<file path="src/rtl/register.sv">
// ----------------------------------------------------------------------------
// register -- single WIDTH-bit storage register with load enable.
//
// Holds one WIDTH-bit value. On each rising edge of clk:
//   reset = 1            -> stored value becomes RESET_VALUE (reset beats write)
//   reset = 0, write = 1 -> stored value becomes in
//   reset = 0, write = 0 -> stored value is held
// out is driven straight from the storage flops, so there is no combinational
// path from in, write or reset to out, and the write latency is one cycle.
//
// Parameters:
//   WIDTH       data width of in and out (default 16)
//   RESET_VALUE value loaded by reset (default all zeros)
//
// Ports:
//   clk    input            single clock, rising-edge active
//   reset  input            synchronous, active-high reset
//   in     input  [WIDTH]   data to be stored
//   write  input            load enable, active-high
//   out    output [WIDTH]   current stored value
// ----------------------------------------------------------------------------
module register #(
    parameter int unsigned           WIDTH       = 16,
    parameter logic [WIDTH-1:0]      RESET_VALUE = '0
) (
    input  logic             clk,
    input  logic             reset,
    input  logic [WIDTH-1:0] in,
    input  logic             write,
    output logic [WIDTH-1:0] out
);

    always_ff @(posedge clk) begin
        if (reset) begin
            out <= RESET_VALUE;
        end else if (write) begin
            out <= in;
        end
    end

endmodule

</file>
<file path="config.mk">
export PLATFORM = sky130hd
export DESIGN_NAME = register
export DESIGN_NICKNAME = d
export VERILOG_FILES = /design/src/rtl/register.sv
export SDC_FILE = /design/constraint.sdc
export NUM_CORES = 1
export LEC_CHECK = 0
export ABC_CLOCK_PERIOD_IN_PS = 1390
export CAP_MARGIN = 0
export CORE_MARGIN = 1
export CORE_UTILIZATION = 38
export CTS_CLUSTER_DIAMETER = 60
export DETAILED_ROUTE_END_ITERATION = 7
export GPL_TIMING_DRIVEN = 0
export PLACE_DENSITY_LB_ADDON = 0.05
export SLEW_MARGIN = 20
export SYNTH_ARGS = -nofsm -noshare
export SYNTH_HDL_FRONTEND = slang
export SYNTH_SLANG_ARGS = --single-unit
</file>
<file path="constraint.sdc">
create_clock -name clk -period 1.39 [get_ports clk]
set_input_delay 0.278 -clock clk [delete_from_list [all_inputs] [get_ports clk]]
set_output_delay 0.278 -clock clk [all_outputs]
set_load 0.1 [all_outputs]
</file>
==> run_results.csv, run 1 <==
group,metric,value,unit
status,status,"completed",
detailed_routing,avgRoutedWirePerCell,11.6,um
yosys,synthesis.instances,52,
yosys,synthMuxAreaShare,27.6,%
sta,max_freq,749,MHz
finish,area_delta_synth_final,50.9,%
power_and_ir_drop,switching_share,34.8,%
power_and_ir_drop,peakVddDrop,0.000932,V
yosys,synth_top_family_by_area,"multiplexers",
clock_tree,clkTransAtPathRegs,90,ps
global_route,grt_max_degree,11,
finish,final_layout_size_suffix_gt1_share,26.1,%
place,placed_cell_area,920,um2
finish,finish.instance_area,876,um2
finish,n_antenna_cell,0,
hold_path,hold_path_class,"primary input to register",
setup_path,cp.buffers_inverters,1,
clock_tree,clkLatencyLatePin,280,ps
setup_path,r2r_setup_slack,780,ps
detailed_routing,drc,0,
yosys,netlist_area,581,um2
yosys,synth_xor_area_share,0,%
yosys,synthesis.nets,71,
sta,slew_viol_final,0,
power_and_ir_drop,comb_power_share,30.2,%
detailed_routing,vias,472,
detailed_routing,drtIter0Drc,4,
hold_path,min_from,"write",
yosys,synth_fa_ha_area_share,0,%
sta,finalHoldViolCount,0,
detailed_routing,top_layer,"met3",
setup_path,critPathTopFamily,"buffers and inverters",
place,hpwl,914,um
setup_path,arrival,1060,ps
detailed_routing,via_per_inst,4.58,
yosys,synth.distinct_cells,7,
finish,regMostFlops,"out",
sta,fin_crit_sh,96.0,%
sta,hold_ws,307,ps
detailed_routing,dr_wl_met2,565,um
setup_path,path_class,"register to output port",
hold_path,hold_end,"out[15]$_SDFFE_PP0P_",
floorplanning,die_area,0.00169,mm2
finish,largest_register_ffs,16,
finish,utilization,64.1,%
floorplanning,die_height,41.1,um
clock_tree,clock_sinks,16,
yosys,yosys.area_share.simple,10.3,%
sta,setup-tns-final,0,ps
sta,rsz0062_at_grt,"no",
hold_path,min_delay_path_depth,3,
floorplanning,initial_core_util,42.5,%
yosys,yosysSeqAreaShare,55.2,%
power_and_ir_drop,p_sw,0.394,mW
yosys,yosysTopAreaCellShare,55.2,%
global_route,grt-ovfl-total,0,
sta,worst_pin_slew,498,ps
setup_path,slowest_delay,430,ps
place,io_buffers,32,
finish,nNetsFinal,108,
power_and_ir_drop,p_int,0.738,mW
setup_path,worst_path_max_delay_cell,"buf_2",
clock_tree,h-tree-depth,1,
detailed_routing,ant_nets,0,
yosys,synth_compound_area_share,0,%
sta,slew_headroom,67.0,%
finish,top_regs,"out (16)",
power_and_ir_drop,p_leak,0.441,nW
global_route,grt_pass1_vias,389,
power_and_ir_drop,clockPowerShare,25.9,%
setup_path,start_kind,"register",
clock_tree,cts-root-buf,"clkbuf_4",
floorplanning,die_w,41.1,um
yosys,synth_seq_cells,16,
yosys,synth_top_cell_by_area,"dfxtp_1",
sta,fin_skew,0,ps
clock_tree,cts_buffers,3,
global_route,antenna_found_initial,0,
setup_path,ff2ff_path_depth,2,
clock_tree,cts_setup_buffers,0,
clock_tree,cts_buffer_depth,2,
floorplanning,ios,35,
setup_path,crit_path_cell_trace,"buf_2",
power_and_ir_drop,powerDensity,1290,mW/mm2
yosys,syn_avg_cell_area,11.2,um2
setup_path,r2r-start,"out[13]$_SDFFE_PP0P_",
yosys,yosys-top-cells-area,"dfxtp_1, mux2i_1, nor2_1, buf_12, buf_6",
place,gp_congestion,0.639,
floorplanning,core_area,0.00137,mm2
clock_tree,cts_tree,"done",
yosys,synth.yosys.warnings,0,
detailed_routing,wl_met1,534,um
job,drv_cap,0,
setup_path,r2r-end,"out[13]$_SDFFE_PP0P_",
detailed_routing,first_pass_iters,4,
sta,fin_crit,1330,ps
power_and_ir_drop,seq_power_share,43.9,%
global_route,gr-usage-all-layers,15.9,%
setup_path,cp_max_fo,2,
detailed_routing,route.met3.wl,90,um
clock_tree,holdBufCountCts,0,
detailed_routing,drt-total-wl,1190,um
global_route,grt_pass1_wl,1640,um
setup_path,cp.required,1110,ps
setup_path,cp-end-kind,"output port",
floorplanning,row_count,13,
sta,setup_viol,0,
==> Yosys cell counts, drive strengths merged <==
library cell,instances
nor2,16
mux2i,16
dfxtp,16
buf,4
==> worst max-delay path by stage <==
stage,startpoint,endpoint,slack [ps],depth (start not counted)
floorplan,out[0]$_SDFFE_PP0P_,out[0]$_SDFFE_PP0P_,150,2
global placement,out[2]$_SDFFE_PP0P_,out[2],-340,1
detailed placement,out[7]$_SDFFE_PP0P_,out[7],-350,1
CTS,out[7]$_SDFFE_PP0P_,out[7],40,1
global route,out[7]$_SDFFE_PP0P_,out[7],3,1
finish,out[7]$_SDFFE_PP0P_,out[7],60,1
==> cell usage in the layout (no fill, tap or decap), drive strengths merged <==
master         instances
dfxtp                 16
nor2                  16
buf                   20
clkbuf                 4
mux2i                 16
clkdlybuf4s50         16
==> metrics by stage <==
step	total power, mW	std cells	setup slack, ps
after global placement	0.873	99	-336
after global routing	1.18	103	3.22
after floorplan	0.769	52	150
after detailed placement	0.878	99	-347
after CTS	1.15	103	35.7
final	1.13	103	55.7
==> kinds of logic after synthesis <==
logic type	Yosys count
multiplexers	16
flip-flops	16
AND/OR/NAND/NOR	16
buffers and inverters	4
==> metal layers <==
metal  vias to the layer above  global-route usage [%]
li1                        240                       -
met1                       215                    16.4
met2                        17                    25.0
met3                         0                    9.78
met4                         0                    7.50
met5                         -                       0
==> timing repair <==
item                                    4_1_cts  5_1_grt
endpoints found under the setup margin       16        0
hold endpoints to repair                      0        0
resized for setup                            80        0
==> final cells by class <==
type	instances	area, um2
sequential	16	320
timing repair buffer	32	240
multi-input combinational	32	220
buffer	4	40.0
tap	15	18.8
clock buffer	4	36.3
fill	118	490
==> power groups by stage <==
stage | sequential (mW) | clock (mW) | combinational, mW
floorplan | 0.706 | 0 | 0.0629
global placement | 0.508 | 0 | 0.366
detailed placement | 0.509 | 0 | 0.369
CTS | 0.497 | 0.309 | 0.345
global route | 0.500 | 0.327 | 0.357
finish | 0.497 | 0.293 | 0.342
Note: power is estimated with default switching activity, not from simulation.
==> inputs of run 2 (changes only) <==
HOLD_SLACK_MARGIN = 0.02   (was default)
==> results of run 2 <==
The final DEF is identical to that of run 1; final timing and power are the same.
